==> src/rtl/msk_inv_pipe.sv <==
// Masked inversion/refresh pipeline: per-sharing share-0 complement plus optional
// re-randomisation, registered into LAT elastic valid/ready stages.
module msk_inv_pipe #(
    parameter int d       = 2,
    parameter int count   = 1,
    parameter int LAT     = 2,
    parameter int REFRESH = 1
) (
    input  logic                                    clk,
    input  logic                                    rst,
    input  logic [count*d-1:0]                      in,
    input  logic [count-1:0]                        inv,
    input  logic [((d > 1) ? count*(d-1) : 1)-1:0]  rnd,
    input  logic                                    in_valid,
    output logic                                    in_ready,
    output logic [count*d-1:0]                      out,
    output logic                                    out_valid,
    input  logic                                    out_ready
);

    localparam int W  = count * d;
    localparam int RW = (d > 1) ? count * (d - 1) : 1;

    // Each random bit lands on share j and on share 0, so the encoded value is
    // preserved; the sharing is only touched here, directly in front of stage 0.
    function automatic logic [W-1:0] mask_xform(input logic [W-1:0]     din,
                                                input logic [count-1:0] inv_v,
                                                input logic [RW-1:0]    r);
        logic [W-1:0] res;
        logic         acc;
        res = din;
        for (int i = 0; i < count; i++) begin
            acc = inv_v[i];
            for (int j = 1; j < d; j++) begin
                if (REFRESH != 0) begin
                    res[i*d+j] = din[i*d+j] ^ r[i*(d-1)+j-1];
                    acc        = acc ^ r[i*(d-1)+j-1];
                end
            end
            res[i*d] = din[i*d] ^ acc;
        end
        return res;
    endfunction

    logic [W-1:0]   data_r [LAT];
    logic [LAT-1:0] v_r;
    logic [LAT-1:0] free_s;

    // A stage is free when the consumer pops or any stage from it to the tail holds a bubble.
    always_comb begin
        logic tail_full;
        tail_full = 1'b1;
        free_s    = '0;
        for (int k = LAT - 1; k >= 0; k--) begin
            tail_full = tail_full & v_r[k];
            free_s[k] = out_ready | ~tail_full;
        end
    end

    // Stage registers: valid flags follow the free chain, data loads only on valid.
    always_ff @(posedge clk or posedge rst) begin
        if (rst) begin
            v_r <= '0;
            for (int k = 0; k < LAT; k++) begin
                data_r[k] <= '0;
            end
        end else begin
            if (free_s[0]) begin
                v_r[0] <= in_valid;
                if (in_valid) begin
                    data_r[0] <= mask_xform(in, inv, rnd);
                end
            end
            for (int k = 1; k < LAT; k++) begin
                if (free_s[k]) begin
                    v_r[k] <= v_r[k-1];
                    if (v_r[k-1]) begin
                        data_r[k] <= data_r[k-1];
                    end
                end
            end
        end
    end

    assign in_ready  = free_s[0];
    assign out       = data_r[LAT-1];
    assign out_valid = v_r[LAT-1];

endmodule

==> config.mk <==
export PLATFORM = sky130hd
export DESIGN_NAME = msk_inv_pipe
export DESIGN_NICKNAME = d
export VERILOG_FILES = /design/src/rtl/msk_inv_pipe.sv
export SDC_FILE = /design/constraint.sdc
export NUM_CORES = 1
export LEC_CHECK = 0
export ABC_AREA = 1
export CORE_AREA = 3 3 40 42
export CTS_BUF_LIST = sky130_fd_sc_hd__clkbuf_16
export CTS_CLUSTER_DIAMETER = 150
export CTS_CLUSTER_SIZE = 12
export DETAILED_ROUTE_END_ITERATION = 7
export DIE_AREA = 0 0 43 45
export PLACE_DENSITY = 0.46
export SLEW_MARGIN = 20
export SYNTH_ARGS = -nofsm -noshare
export SYNTH_HDL_FRONTEND = slang
export SYNTH_SLANG_ARGS = --single-unit
export TNS_END_PERCENT = 50
==> constraint.sdc <==
create_clock -name clk -period 2.6 [get_ports clk]
set_clock_uncertainty 0.05 [all_clocks]
set_input_delay 0.39 -clock clk [delete_from_list [all_inputs] [get_ports clk]]
set_output_delay 0.39 -clock clk [all_outputs]
set_load 0.01 [all_outputs]
==> results of run 1 <==
power groups by stage:
| stage | sequential [mW] | combinational (mW) | clock (mW) |
|---|---|---|---|
| floorplan | 0.119 | 0.0419 | 0 |
| global placement | 0.119 | 0.0692 | 0 |
| detailed placement | 0.120 | 0.0703 | 0 |
| CTS | 0.119 | 0.0705 | 0.253 |
| global route | 0.120 | 0.0767 | 0.259 |
| finish | 0.118 | 0.0689 | 0.249 |
final cells by class:
type	count	area, um2	share of cell area (%)
clock buffers	3	75.1	15.4
inverters	8	30.0	6.15
multi-input cells	23	104	21.3
flip-flops and latches	6	150	30.8
well taps	15	18.8	3.85
repair buffers	11	110	22.6
kinds of logic (layout without fill, tap and decap cells):
kind of cell              count (synthesis)  count (layout)  synth area share (%)
and+or+nand+nor                          19              19                  26.8
AOI/OAI and AO/OA                         3               3                  5.02
DFF                                       6               6                  50.2
buffers and inverters                    10              22                  15.1
xor gates and xnor gates                  1               1                  2.93
flip-flops by register name (all words and copies together) (netlist names):
| signal | cells |
|---|---|
| data_r | 2 |
| out | 2 |
| v_r | 2 |
layout by cell type, fill, tap and decap left out, drive strengths merged:
| master | count |
|---|---|
| dfrtp | 6 |
| xor2 | 1 |
| clkdlybuf4s50 | 11 |
| nand2 | 14 |
| nand3 | 3 |
| clkbuf | 3 |
| nor2 | 2 |
| o21ai | 3 |
| inv | 8 |
worst paths after layout:
check | cells past startpoint | to | start | slack [ns]
max | 4 | in_ready | out_ready | 0.63
min | 2 | v_r[1] | rst | 0.32
max reg2reg | 5 | data_r[2] | v_r[1] | 1.67
min reg2reg | 2 | out[0] | out[0] | 0.42
max in group asynchronous | 2 | data_r[3] | rst | 1.99
min in group clk | 2 | out[0] | out[0] | 0.42
stage by stage:
stage	total power, mW	hold slack, ns	std cells	utilization, %
after detailed placement	0.190	0.409	63	32.1
after global placement	0.188	0.406	63	32.1
after CTS	0.442	0.335	66	38.0
after global routing	0.455	0.350	66	38.0
after floorplan	0.160	0.131	39	-
final	0.436	0.325	66	38.0
layer usage:
layer / part of all wire [%] / global-route usage (%) / vias to the layer above / routed length (um)
met5: 0 / 0 / - / 0
met4: 4.6 / 7.23 / 0 / 25
met3: 14 / 5.98 / 4 / 79
met2: 45 / 10.5 / 12 / 249
met1: 36 / 5.91 / 111 / 195
li1: - / - / 138 / -
==> results.toml, run 1 <==
[outcome]
status = "completed"

[timing]
setup_viol = 0
setup_slack_ns = 0.629
hold_viol = 0
tns_ns = 0
maxSlewHeadroom_pct = 85.4
drv_slew = 0
fin_crit_ns = 1.97
worstMarginPinSlew_ns = 0.219
max_freq_ghz = 0.507
grt_setup_unrepaired = "no"
layout_worst_path_cycle_share_pct = 75.8

[cts]
clk_pin_slew_ns = 0.03
cts_resized = 0
cts_buffer_depth = 2
h-tree-depth = 1
cts_tree = "done"
cts_hold_buf = 0
cts_buffers = 3
clk_latency_ns = 0.23
cts_sinks = 6
clockRootBuffer = "clkbuf_16"
cts_setup_buffers = 0

[power_and_ir_drop]
swShare_pct = 20.6
power_frac_comb_pct = 15.8
p_sw_mw = 0.0900
p_clk_share_pct = 57.2
p_leak_nw = 0.249
sequentialPowerShare_pct = 27.0
power_density_nw_per_um2 = 893
intPower_mw = 0.346
vdd_drop_max_mv = 0.289

[worst_setup_path]
worstPathArrival_ns = 1.53
worstPathRequired_ns = 2.16
critical-path-slowest-cell = "clkdlybuf4s50_1"
cpLargestDelayFamily = "buffers and inverters"
critPathKind = "input port to output port"
crit_path_frequent_cell = "clkdlybuf4s50_1"
crit_path_max_fanout = 3
max_stage_delay_ns = 0.47
endpoint_kind = "output port"
cp-start-kind = "input port"
crit_chain = "clkdlybuf4s50_1 > nor2_2 > inv_1 > clkdlybuf4s50_1"
path_buf_inv = 3

[placed_design]
gp_congestion = 0.639
port_buffers = 11
dpl-instance-area_um2 = 413
hpwl_um = 445
post-place-ws_ns = 0.619

[grt]
grt_remaining_overflow = 0
grt_max_degree = 7
grt_pass1_wl_um = 876
track_usage_pct = 7.21
antenna_found_initial = 0
grt_pass1_vias = 229

[synthesis]
synth_top_area_share_pct = 50.2
ys_top_cells_by_area = "dfrtp_1 50%, nand2_1 18%, inv_1 10%"
synth_seq_cells = 6
synth_cell_types = 9
yosys.area.top_type = "dfrtp_1"
synth_edf_count = 0
syn_nets = 47
synthTopCellsByCount = "14 x nand2_1, 8 x inv_1, 6 x dfrtp_1"
avgSynthCellArea_um2 = 7.67
yosysWarnings = 0
async_reset_ff_share_pct = 100
syn_inst = 39
yosysSeqAreaShare_pct = 50.2
synthFlopType = "dfrtp_1"
synthesis.area_um2 = 299
yosysMostFrequentCell = "nand2_1"

[floorplan]
start_util_pct = 23.3
die_x_um = 43
coreArea_um2 = 1280
io_pins = 12
row_count = 13
die_area_um2 = 1940
chipHeight_um = 45

[final_layout]
finalNetCount = 61
fin_area_um2 = 488
synthToLayoutAreaGrowth_pct = 63.2
nFillCells = 135
antenna_cells = 0
drive_gt1_share_pct = 9.80

[drt]
dr.pass1.iters = 4
drt_iter0_drc = 6
wl_per_cell_um = 8.30
routed_wl_um = 548
num_vias = 265
vias_per_cell = 4.02
drc_errors = 0
ant_nets = 0

[run]
drv_cap = 0

[min_path]
hp-class = "input port to asynchronous set/reset pin"
Power figures use the tool's default switching activity.
==> run 2, diff against run 1 <==
Clock period 2.6 ns to 1.9 ns, I/O delays scaled along.
==> results of run 2 <==
The final DEF is identical to that of run 1. Status: completed.
Among the figures that moved: setup slack after placement 0.619 ns -> 0.129 ns; setup slack after layout 0.629 ns -> 0.139 ns; hold slack 0.325 ns -> 0.220 ns; register-to-register setup slack 1.67 ns -> 0.97 ns; total power 0.436 mW -> 0.597 mW; worst IR drop on VDD 0.289 mV -> 0.395 mV
